`config.mk`:
```
export PLATFORM = sky130hd
export DESIGN_NAME = muldiv_unit
export DESIGN_NICKNAME = d
export VERILOG_FILES = /design/src/rtl/muldiv_pkg.sv /design/src/rtl/muldiv_iter_step.sv /design/src/rtl/muldiv_unit.sv
export SDC_FILE = /design/constraint.sdc
export NUM_CORES = 1
export LEC_CHECK = 0
export CELL_PAD_IN_SITES_DETAIL_PLACEMENT = 0
export CELL_PAD_IN_SITES_GLOBAL_PLACEMENT = 1
export CORE_MARGIN = 2
export CORE_UTILIZATION = 46
export DETAILED_ROUTE_END_ITERATION = 8
export MAX_ROUTING_LAYER = met4
export PLACE_DENSITY_LB_ADDON = 0.25
export SETUP_SLACK_MARGIN = 0.5
export SYNTH_ARGS = -nofsm -noshare
export SYNTH_HDL_FRONTEND = slang
export SYNTH_SLANG_ARGS = --single-unit
```
`constraint.sdc`:
```
create_clock -name clk -period 7.2 [get_ports clk]
set_input_delay 2.16 -clock clk [delete_from_list [all_inputs] [get_ports clk]]
set_output_delay 2.16 -clock clk [all_outputs]
set_load 0.05 [all_outputs]
```
`src/rtl/muldiv_pkg.sv`:
```
// Shared types and constants for the iterative RV32M multiply/divide unit.
package muldiv_pkg;

    typedef enum logic [2:0] {
        OP_MUL    = 3'b000,
        OP_MULH   = 3'b001,
        OP_MULHSU = 3'b010,
        OP_MULHU  = 3'b011,
        OP_DIV    = 3'b100,
        OP_DIVU   = 3'b101,
        OP_REM    = 3'b110,
        OP_REMU   = 3'b111
    } muldiv_op_t;

    typedef enum logic [1:0] {
        ST_IDLE = 2'd0,
        ST_BUSY = 2'd1,
        ST_DONE = 2'd2
    } muldiv_state_t;

    localparam int          MULDIV_ITERS = 32;
    localparam logic [31:0] DIV_ZERO_Q   = 32'hFFFFFFFF;
    localparam logic [31:0] INT_MIN      = 32'h80000000;

    function automatic logic op_signed_a(input muldiv_op_t op);
        return op inside {OP_MULH, OP_MULHSU, OP_DIV, OP_REM};
    endfunction

    function automatic logic op_signed_b(input muldiv_op_t op);
        return op inside {OP_MULH, OP_DIV, OP_REM};
    endfunction

endpackage

```
`src/rtl/muldiv_iter_step.sv`:
```
// One combinational iteration: restoring shift-subtract (divide) or shift-add (multiply).
module muldiv_iter_step
(
    input  logic        is_div,
    input  logic [63:0] acc,
    input  logic [31:0] operand,
    output logic [63:0] acc_next
);

    logic [32:0] partial;
    logic [32:0] diff;

    always_comb begin
        partial  = '0;
        diff     = '0;
        acc_next = acc;
        if (is_div) begin
            // acc = {remainder, dividend bits still to shift in}; bit 32 of diff is the borrow
            partial = acc[63:31];
            diff    = partial - {1'b0, operand};
            if (!diff[32]) begin
                acc_next = {diff[31:0], acc[30:0], 1'b1};
            end else begin
                acc_next = {partial[31:0], acc[30:0], 1'b0};
            end
        end else begin
            partial  = {1'b0, acc[63:32]} + (acc[0] ? {1'b0, operand} : 33'd0);
            acc_next = {partial, acc[31:1]};
        end
    end

endmodule

```
`src/rtl/muldiv_unit.sv`:
```
// Iterative RV32M multiply/divide unit for the execute stage.
// Optional single-cycle multiply when MULDIV_FAST_MUL_EN is defined.
module muldiv_unit
    import muldiv_pkg::*;
#(
    parameter int XLEN = 32
)
(
    input  logic            clk,
    input  logic            rst,
    input  logic            start_e,
    input  logic [2:0]      op_e,
    input  logic [XLEN-1:0] operand_a_e,
    input  logic [XLEN-1:0] operand_b_e,
    input  logic            flush_e,
    output logic            stall_md_e,
    output logic            done_md_e,
    output logic [XLEN-1:0] result_md_e
);

    muldiv_state_t state;
    muldiv_op_t    op_q;
    logic [4:0]    cnt;
    logic [63:0]   acc;
    logic [63:0]   acc_nxt;
    logic [31:0]   opnd;
    logic          neg_q;
    logic          neg_r;

    muldiv_op_t    op_in;
    logic          a_neg;
    logic          b_neg;
    logic [31:0]   a_mag;
    logic [31:0]   b_mag;
    logic          div_zero;
    logic          div_ovf;

    function automatic logic [31:0] finish_result(input muldiv_op_t op, input logic [63:0] raw,
                                                  input logic nq, input logic nr);
        logic [63:0] prod;
        logic [31:0] quo;
        logic [31:0] rem;
        prod = nq ? -raw : raw;
        quo  = nq ? -raw[31:0] : raw[31:0];
        rem  = nr ? -raw[63:32] : raw[63:32];
        case (op)
            OP_MUL:                       return prod[31:0];
            OP_MULH, OP_MULHSU, OP_MULHU: return prod[63:32];
            OP_DIV, OP_DIVU:              return quo;
            default:                      return rem;
        endcase
    endfunction

`ifdef MULDIV_FAST_MUL_EN
    function automatic logic [31:0] fast_mul(input muldiv_op_t op, input logic [31:0] a,
                                             input logic [31:0] b);
        logic signed [32:0] sa;
        logic signed [32:0] sb;
        logic signed [63:0] p;
        sa = {op_signed_a(op) & a[31], a};
        sb = {op_signed_b(op) & b[31], b};
        p  = 64'(sa) * 64'(sb);
        return (op == OP_MUL) ? p[31:0] : p[63:32];
    endfunction
`endif

    always_comb begin
        op_in    = muldiv_op_t'(op_e);
        a_neg    = op_signed_a(op_in) & operand_a_e[31];
        b_neg    = op_signed_b(op_in) & operand_b_e[31];
        a_mag    = a_neg ? -operand_a_e : operand_a_e;
        b_mag    = b_neg ? -operand_b_e : operand_b_e;
        div_zero = (operand_b_e == '0);
        div_ovf  = (op_in == OP_DIV || op_in == OP_REM) &&
                   operand_a_e == INT_MIN && operand_b_e == '1;
    end

    muldiv_iter_step u_step (
        .is_div   (op_q[2]),
        .acc      (acc),
        .operand  (opnd),
        .acc_next (acc_nxt)
    );

    assign stall_md_e = (state == ST_IDLE && start_e && !flush_e) || state == ST_BUSY;

    always_ff @(posedge clk) begin
        if (rst) begin
            state       <= ST_IDLE;
            cnt         <= '0;
            result_md_e <= '0;
            done_md_e   <= 1'b0;
        end else begin
            done_md_e <= 1'b0;
            if (flush_e) begin
                state <= ST_IDLE;
            end else begin
                case (state)
                    ST_IDLE: begin
                        if (start_e) begin
                            op_q  <= op_in;
                            neg_q <= a_neg ^ b_neg;
                            neg_r <= a_neg;
                            cnt   <= 5'(MULDIV_ITERS - 1);
                            if (op_e[2]) begin
                                acc  <= {32'd0, a_mag};
                                opnd <= b_mag;
                                if (div_zero) begin
                                    result_md_e <= op_e[1] ? operand_a_e : DIV_ZERO_Q;
                                    done_md_e   <= 1'b1;
                                    state       <= ST_DONE;
                                end else if (div_ovf) begin
                                    result_md_e <= op_e[1] ? 32'd0 : INT_MIN;
                                    done_md_e   <= 1'b1;
                                    state       <= ST_DONE;
                                end else begin
                                    state <= ST_BUSY;
                                end
                            end else begin
`ifdef MULDIV_FAST_MUL_EN
                                result_md_e <= fast_mul(op_in, operand_a_e, operand_b_e);
                                done_md_e   <= 1'b1;
                                state       <= ST_DONE;
`else
                                acc   <= {32'd0, b_mag};
                                opnd  <= a_mag;
                                state <= ST_BUSY;
`endif
                            end
                        end
                    end
                    ST_BUSY: begin
                        acc <= acc_nxt;
                        cnt <= cnt - 5'd1;
                        if (cnt == 5'd0) begin
                            result_md_e <= finish_result(op_q, acc_nxt, neg_q, neg_r);
                            done_md_e   <= 1'b1;
                            state       <= ST_DONE;
                        end
                    end
                    ST_DONE: state <= ST_IDLE;
                    default: state <= ST_IDLE;
                endcase
            end
        end
    end

endmodule

```
==> reports/metrics.yaml, run 1 <==
numCtsBuffers: 17
viasPerCell: 6.50
wl_um: 62400
grt_overflow: 0
synth.top_cell.area_share_pct: 18.7
final_max_slew_viol_count: 0
path_clk_slew_ns: 0.07
post_dp_cell_area_sq_um: 17600
fin_crit_ns: 6.37
relSlewSlack_pct: 21.7
port_buffers: 104
drt_iter0_markers: 1844
fillers: 3314
design_area_sq_um: 18200
ioPinCount: 105
grt_usage_pct: 34.9
cp.arrival_ns: 6.71
wl_per_cell_um: 24.0
area_growth_pct: 12.6
regArea_sq_um: 3830
p_per_area_nw_per_um2: 151
grt_pass1_wl_um: 95000
holdWs_ns: 0.506
layout-drive-gt1-share_pct: 5.77
clockBufferDepth: 2
peakVddDrop_uv: 135
synth_cells: 2098
utilization_pct: 52.7
grt_max_degree: 125
dieArea_sq_um: 36700
clock-sinks: 141
ctsHtreeMaxLevel: 4
yosysWarnings: 0
crit_required_ns: 7.54
synth_area_per_cell_sq_um: 7.72
status: "finished clean"
dr.pass1.iters: 5
initial_core_util_pct: 46.8
place_congestion: 0.994
die_w_um: 192
via_count: 16900
min_path_type: "reg -> reg"
period_share_pct: 88.5
crit_fanout: 8
p_total_uw: 2760
die_h_um: 192
fin_skew_ns: 0.0152
leakage_uw: 0.00681
seq_area_frac_synth_pct: 23.7
synth_area_leaders: "edfxtp_1 19%, mux2i_1 6.6%, a21oi_1 5.4%"
multiInputGateArea_sq_um: 11600
final_nets: 2278
worstSetupPathType: "reg -> reg"
post_cts.repair.setup_buffers: 0
endpoint_kind: "flip-flop"
setup_viol: 0
clock.fmax_ghz: 0.157
synth-seq-cells: 141
grt_pass1_vias: 16100
synth_edf_count: 101
tightestPinTransition_ns: 1.17
cap_violations: 0
cts-hold-fix-buffers: 0
drc_errors: 0
cts_tree: "yes"
root_buffer: "clkbuf_16"
ys.flop_type: "edfxtp_1"
ant_nets: 0
antenna_found_initial: 3
synth_area_leader_cell: "edfxtp_1"
synth_area_sq_um: 16200
core_sq_um: 34600
hold_violations: 0
synthArstFlopShare_pct: 0
clock_latency_ns: 0.45
synth_nets: 2241
rsz0062_at_grt: "false"
start_kind: "flip-flop"
synth.distinct_cells: 97
dpl.hpwl_um: 47400
fp-row-count: 68
fin_tns_setup_ns: 0
-- path summary, 6_finish.rpt --
path	endpoint	slack (ns)	start	cells past startpoint
worst min-delay path	result_md_e[27]	0.51	result_md_e[27]	2
worst max-delay path	result_md_e[26]	0.83	acc[31]	22
worst max register to register	result_md_e[26]	0.83	acc[31]	22
worst min register to register	result_md_e[27]	0.51	result_md_e[27]	2
-- synthesized netlist by cell type (all sizes together) (14+ instances only) --
cell type	count
and3	28
a31oi	29
buf	35
dfxtp	40
and2	51
clkbuf	86
inv	86
xnor2	83
edfxtp	101
nor3	65
nand4	25
nand3	40
ha	70
nand2	173
or2	14
a21oi	175
o21ai	174
o211ai	35
nor4	20
or3	33
o21a	15
a211oi	31
mux2i	106
nand2b	36
xor2	70
a311oi	14
a21o	22
nor2	197
o31ai	26
-- per-layer routing --
metal	vias up	routed length, um	global-route usage [%]
met5	-	0	-
met4	0	2100	12.0
met3	137	5550	6.25
met2	867	28300	54.7
met1	8019	26500	45.4
li1	7895	-	-
-- worst max-delay path: stages, from the launching register on --
cell and delay [ns]:
edfxtp_1 0.37, inv_1 0.07, ha_1 0.22, fa_1 0.40, nand2b_1 0.28, a211o_1 0.38, a2111oi_4 0.29, buf_4 0.20
o2111a_1 0.36, a211o_1 0.32, nor2_1 0.10, nor2_1 0.16, ha_1 0.18, o21ai_0 0.23, or4_1 0.58, nor2_1 0.28
nand3_1 0.12, buf_4 0.20, a2111oi_4 0.34, nand3_1 0.23, or2_1 0.34, o41a_1 0.33, a311oi_1 0.27
-- per-stage QoR --
step | setup slack [ns] | instances
6_report | 0.831 | 2604
3_3_place_gp | 0.641 | 2571
4_1_cts | 0.748 | 2603
2_1_floorplan | 1.28 | 2098
5_1_grt | 0.536 | 2604
3_5_place_dp | 0.609 | 2571
-- placed cells by master (no fill, tap or decap), drive strengths merged, types with 51 or more instances in the layout --
master           n
o21ai          174
nor3            65
and2            51
xnor2           83
inv             92
nor2           197
ha              70
xor2            70
clkdlybuf4s50  103
a21oi          175
edfxtp         101
mux2i          106
nand2          173
-- registers in the layout, summed over array words and instances (netlist names) --
name         flops
cnt              5
state            2
op_q             3
neg_r            1
result_md_e     32
acc             64
neg_q            1
done_md_e        1
opnd            32
-- repair_timing --
action	in CTS	in global routing
gates resized for setup	0	6
setup endpoints to repair	0	9
hold endpoints to repair	0	0
-- layout make-up --
| type | count | share of cell area (%) |
|---|---|---|
| Multi-Input combinational cell | 1748 | 63.5 |
| Sequential cell | 141 | 21.0 |
| Timing Repair Buffer | 139 | 7.20 |
| Tap cell | 455 | 3.12 |
| Clock buffer | 24 | 3.05 |
| Inverter | 88 | 1.81 |
| Clock inverter | 8 | 0.322 |
| Antenna cell | 1 | 0.0137 |
-- power breakdown --
| part | switching, uW | internal, uW | total (uW) |
|---|---|---|---|
| clock network | 391 | 546 | 938 |
| registers | 28.0 | 915 | 943 |
| logic | 566 | 314 | 881 |
-- cells by family (layout without fill, tap and decap cells) --
logic type | count (synthesis) | after routing | share of synthesized area, %
fa+ha+maj | 72 | 72 | 5.65
simple gates | 750 | 750 | 23.4
flops | 141 | 141 | 23.7
mux | 119 | 119 | 7.45
xor+xnor | 153 | 153 | 8.27
buf+inv | 209 | 259 | 5.23
other cells | 0 | 1 | 0
compound gates | 654 | 654 | 26.3
(Power assumes the default switching activity.)
==> run 2, diff against run 1 <==
==> constraint.sdc (replaced) <==
create_clock -name clk -period 7.1 [get_ports clk]
set_input_delay 2.13 -clock clk [delete_from_list [all_inputs] [get_ports clk]]
set_output_delay 2.13 -clock clk [all_outputs]
set_load 0.05 [all_outputs]
==> reports/metrics.yaml, run 2 (same netlist as run 1, synthesis figures left out) <==
drc_errors: 0  # unchanged
fin_crit_ns: 6.31  # -0.0594 ns
clock_power_share_pct: 33.7  # -0.3 points
ant_nets: 0  # unchanged
drt_iter0_markers: 2049  # +11%
grt_overflow: 0  # unchanged
numCtsBuffers: 17  # unchanged
p_total_uw: 2800  # +1.5%
cap_violations: 0  # unchanged
setup_viol: 0  # unchanged
final_nets: 2288  # +0.44%
antenna_found_initial: 0  # -3
core_sq_um: 34600  # unchanged
wl_um: 63200  # +1.2%
reg_top3: "acc x64, opnd x32, result_md_e x32"
rsz0062_at_grt: "false"
root_buffer: "clkbuf_16"
clockBufferDepth: 2  # unchanged
cp.arrival_ns: 6.66  # -0.05 ns
port_buffers: 104  # unchanged
min_from: "cnt[4]"
r2r_slack_ns: 0.79  # -0.04 ns
crit_required_ns: 7.45  # -0.09 ns
endpoint_kind: "flip-flop"
final_cell_mix: "194 x nor2_1, 175 x a21oi_1, 173 x nand2_1"
clock-sinks: 141  # unchanged
multiInputGateArea_sq_um: 11600  # +0.32%
place_congestion: 1.01  # +1.5%
dieArea_sq_um: 36700  # unchanged
cts-hold-fix-buffers: 0  # unchanged
tightestPinTransition_ns: 1.34  # +0.164 ns
relSlewSlack_pct: 8.62  # -13 points
clock.fmax_ghz: 0.158  # +0.94%
regArea_sq_um: 3830  # unchanged
p_per_area_nw_per_um2: 153  # +0.99%
seq_power_share_pct: 34.2  # about the same
dp_slack_ns: 0.528  # -0.0810 ns
grt_max_degree: 81  # -35%
r2r_cells: 24  # +9.1%
cts_tree: "yes"
p_comb_share_pct: 32.2  # +0.3 points
viasPerCell: 6.57  # +1.1%
dr.pass1.iters: 8  # +3
sw_frac_of_total_pct: 36.0  # +0.27 points
largest_reg_flops: 64  # unchanged
die_h_um: 192  # unchanged
timing.rr.end: "result_md_e[28]"
switchingPower_uw: 1010  # +2.2%
clock_latency_ns: 0.45  # about the same
start_kind: "flip-flop"
grt_usage_pct: 35.1  # +0.15 points
path_clk_slew_ns: 0.07  # about the same
fillers: 3350  # +1.1%
final_common_cell: "nor2_1"
final_max_slew_viol_count: 0  # unchanged
layout-drive-gt1-share_pct: 6.49  # +0.71 points
fin_skew_ns: 0.0155  # +0.000222 ns
wl_per_cell_um: 24.2  # +0.89%
dpl.hpwl_um: 48300  # +1.8%
period_share_pct: 88.9  # +0.41 points
setup_slack_ns: 0.790  # -0.0406 ns
fin_tns_setup_ns: 0  # unchanged
r2r-start: "acc[31]"
ioPinCount: 105  # unchanged
grt_pass1_wl_um: 95200  # +0.28%
peakVddDrop_uv: 123  # -8.6%
hold_violations: 0  # unchanged
via_count: 17200  # +1.4%
fp-row-count: 68  # unchanged
area_growth_pct: 13.1
min_path_type: "reg -> reg"
status: "finished clean"
crit_fanout: 8  # unchanged
intPower_uw: 1790  # +1.0%
ctsHtreeMaxLevel: 4  # unchanged
regMostFlops: "acc"
initial_core_util_pct: 46.8  # unchanged
die_w_um: 192  # unchanged
antennaDiodeCount: 0  # -1
min_path_cells: 1  # -1
min_to: "cnt[4]"
grt_pass1_vias: 15900  # -1.3%
leakage_uw: 0.00684  # +0.33%
worstSetupPathType: "reg -> reg"
[run 2: cell count changes in the layout (fill, tap and decap cells not counted), sizes merged]
cell | previous run | this run
buf | 36 | 46
clkbuf | 24 | 21
clkinvlp | 0 | 3
inv | 92 | 89
clkinv | 4 | 6
bufinv | 0 | 1
diode | 1 | 0
[run 2: final cells by class]
cell class,count,area share [%]
clock buffer,21,2.74
tap,455,3.11
clock inverter,11,0.553
sequential,141,20.9
inverter,88,1.80
timing repair buffer,149,7.51
multi-input combinational,1748,63.4
[run 2: critical path, stage by stage (launching register included)]
cell and delay [ns]:
edfxtp_1 0.38, inv_1 0.07, ha_1 0.22, fa_1 0.42, nand2b_2 0.27, a211o_1 0.35, a2111oi_4 0.34, buf_4 0.21
o211ai_4 0.14, a211oi_4 0.36, mux2i_2 0.29, nor2_1 0.08, inv_1 0.13, ha_2 0.22, inv_1 0.12, or3_1 0.42
a2111oi_2 0.41, a211oi_2 0.15, a21oi_1 0.21, nand4bb_1 0.24, nand2b_4 0.26, nor3_1 0.20, a21oi_1 0.16, mux2_2 0.33
a211oi_1 0.23
[run 2: per-layer routing]
metal  up-vias  track usage (%)  part of all wire (%)
li1       7905                -                     -
met1      8148             46.1                    41
met2       982             55.4                    46
met3       127             4.99                   9.4
met4         0             12.0                   3.4
met5         -                -                     0
[run 2: timing repair]
item | in CTS | in global routing
buffers inserted | 0 | 5
resized for setup | 0 | 15
endpoints found under the setup margin | 0 | 12
endpoints found under the hold margin | 0 | 0
[run 2: stage by stage]
step	hold slack, ns	util [%]	instances	cell area [sq um]
2_1_floorplan	0.466	-	2098	16200
3_3_place_gp	0.489	50.9	2576	17600
3_5_place_dp	0.501	50.9	2576	17600
4_1_cts	0.516	52.6	2608	18200
5_1_grt	0.547	52.9	2613	18300
6_report	0.514	52.9	2613	18300
[run 2: worst max path at each step]
stage                         start         endpoint  slack, ns  cells past startpoint
floorplan                   acc[31]  result_md_e[30]       1.18                     25
finish                      acc[31]  result_md_e[28]       0.79                     24
detailed placement  operand_a_e[12]   result_md_e[9]       0.53                     13
global placement    operand_a_e[12]   result_md_e[9]       0.58                     13
global route                acc[31]  result_md_e[20]       0.50                     24
CTS                         acc[31]  result_md_e[28]       0.55                     22
[run 2: power by group through the flow]
| stage | clock network [uW] | logic, uW | registers, uW |
|---|---|---|---|
| 2_1_floorplan | 0 | 574 | 971 |
| 3_3_place_gp | 0 | 859 | 972 |
| 3_5_place_dp | 0 | 864 | 973 |
| 4_1_cts | 937 | 869 | 956 |
| 5_1_grt | 978 | 971 | 960 |
| 6_report | 944 | 901 | 957 |
==> run 3, diff against run 2 <==
--- a/config.mk
+++ b/config.mk
@@ -5,6 +5,7 @@
 export SDC_FILE = /design/constraint.sdc
 export NUM_CORES = 1
 export LEC_CHECK = 0
+export CAP_MARGIN = 20
 export CELL_PAD_IN_SITES_DETAIL_PLACEMENT = 0
 export CELL_PAD_IN_SITES_GLOBAL_PLACEMENT = 1
 export CORE_MARGIN = 2
==> reports/metrics.yaml, run 3 (same netlist as run 1, synthesis figures left out) <==
post_dp_cell_area_sq_um: 17600  # unchanged
design_area_sq_um: 18300  # +0.11%
layout-drive-gt1-share_pct: 6.53  # +0.040 points
antennaDiodeCount: 0  # unchanged
regMostFlops: "acc"
area_growth_pct: 13.3
viasPerCell: 6.59  # +0.38%
path_clk_slew_ns: 0.07  # about the same
reg_top3: "acc x64, opnd x32, result_md_e x32"
clock-sinks: 141  # unchanged
peakVddDrop_uv: 122  # -0.78%
dieArea_sq_um: 36700  # unchanged
antenna_found_initial: 0  # unchanged
critPathSlowestCell: "or4_1"
dr.pass1.iters: 6  # -2
critPathMaxStageDelay_ns: 0.59  # +0.17 ns
fin_skew_ns: 0.0150  # -0.000510 ns
die_w_um: 192  # unchanged
grt_overflow: 0  # unchanged
crit_required_ns: 7.43  # -0.02 ns
cap_violations: 0  # unchanged
largest_reg_flops: 64  # unchanged
initial_core_util_pct: 46.8  # unchanged
status: "finished clean"
numCtsBuffers: 17  # unchanged
core_sq_um: 34600  # unchanged
start_kind: "flip-flop"
grt_pass1_wl_um: 95200  # unchanged
final_cell_mix: "194 x nor2_1, 175 x a21oi_1, 173 x nand2_1"
root_buffer: "clkbuf_16"
crit_top_cell: "nor2_1"
p_per_area_nw_per_um2: 153  # about the same
place_congestion: 1.01  # unchanged
ctsHtreeMaxLevel: 4  # unchanged
via_count: 17200  # +0.46%
endpoint_kind: "flip-flop"
grt_usage_pct: 35.1  # unchanged
fin_crit_ns: 6.30  # -0.00517 ns
final_max_slew_viol_count: 0  # unchanged
hold_violations: 0  # unchanged
route.met2.wl_um: 29000  # +0.26%
dpl.hpwl_um: 48300  # unchanged
crit_fanout: 5  # -3
path_cells: "inv_1 > ha_1 > fa_1 > nand2b_2 > a211o_1 > a2111oi_4 > o2111a_1 > a211o_1 > nor2_1 > nor2_1 > ha_1 > o21ai_0 > or4_1 > nor2_1 > nand3_1 > a2111oi_4 > nand3_1 > or2_1 > o41a_1 > a311oi_1"
clockBufferDepth: 2  # unchanged
grt_max_degree: 81  # unchanged
fp-row-count: 68  # unchanged
clock.fmax_ghz: 0.159  # about the same
drt_iter0_markers: 2035  # -0.68%
leakage_uw: 0.00686  # +0.36%
startpoint: "acc[31]"
top_layer: "met4"
setup_viol: 0  # unchanged
wl_um: 63200  # about the same
wl_met3_um: 5650  # -5.0%
drt-met1-wl_um: 26300  # +0.69%
clock_latency_ns: 0.44  # about the same
tightestPinTransition_ns: 0.874  # -0.462 ns
r2r-start: "acc[31]"
wl_per_cell_um: 24.2  # -0.10%
ant_nets: 0  # unchanged
drc_errors: 0  # unchanged
min_path_type: "reg -> reg"
final_nets: 2290  # +0.087%
ioPinCount: 105  # unchanged
relSlewSlack_pct: 41.7  # +33 points
cts_tree: "yes"
p_total_uw: 2800  # about the same
die_h_um: 192  # unchanged
grt_pass1_vias: 15900  # unchanged
period_share_pct: 88.8  # about the same
min_from: "cnt[4]"
final_common_cell: "nor2_1"
fin_tns_setup_ns: 0  # unchanged
port_buffers: 104  # unchanged
worstSetupPathType: "reg -> reg"
cp.arrival_ns: 6.63  # -0.03 ns
cts-hold-fix-buffers: 0  # unchanged
rsz0062_at_grt: "false"
[run 3: changes by cell type in the layout (fill, tap and decap cells not counted)]
cell and delta:
dlymetal6s2s_1 +1, buf_4 +1
[run 3: metrics by stage]
step	std cells	setup WS (ns)	hold slack [ns]	util, %
2_1_floorplan	2098	1.18	0.466	-
3_3_place_gp	2576	0.581	0.489	50.9
3_5_place_dp	2576	0.528	0.501	50.9
4_1_cts	2608	0.546	0.516	52.6
5_1_grt	2615	0.448	0.547	53.0
6_report	2615	0.795	0.514	53.0
[run 3: layout make-up]
| type | instances | area (sq um) |
|---|---|---|
| Clock buffer | 21 | 503 |
| Fill cell | 3349 | 16300 |
| Sequential cell | 141 | 3830 |
| Tap cell | 455 | 569 |
| Timing Repair Buffer | 151 | 1400 |
| Clock inverter | 11 | 101 |
| Multi-Input combinational cell | 1748 | 11600 |
| Inverter | 88 | 330 |
[run 3: metal layers]
layer | vias up | track usage [%]
met5 | - | -
met4 | 0 | 12.0
met3 | 142 | 4.99
met2 | 1001 | 55.4
met1 | 8169 | 46.1
li1 | 7929 | -
[run 3: critical path, delay by kind of cell (launching register included)]
kind	cells	cell delay, ns
AO/OA/AOI/OAI	8	2.66
flip-flops	1	0.38
adder cells (fa/ha/maj)	3	0.83
AND/OR/NAND/NOR	8	2.25
buffers and inverters	1	0.07
[run 3: worst paths after layout]
check,to,slack (ns),cells past startpoint
setup / recovery,result_md_e[26],0.80,20
hold / removal,cnt[4],0.51,1
setup reg to reg,result_md_e[26],0.80,20
hold reg to reg,cnt[4],0.51,1
[run 3: power by group]
| part | internal [uW] | switching [uW] |
|---|---|---|
| clock | 544 | 401 |
| combinational | 323 | 578 |
| sequential | 927 | 29.7 |
[run 3: timing repair]
item,4_1_cts,5_1_grt
gates resized for setup,0,15
endpoints found under the setup margin,0,12
hold endpoints to repair,0,0
setup buffers,0,5
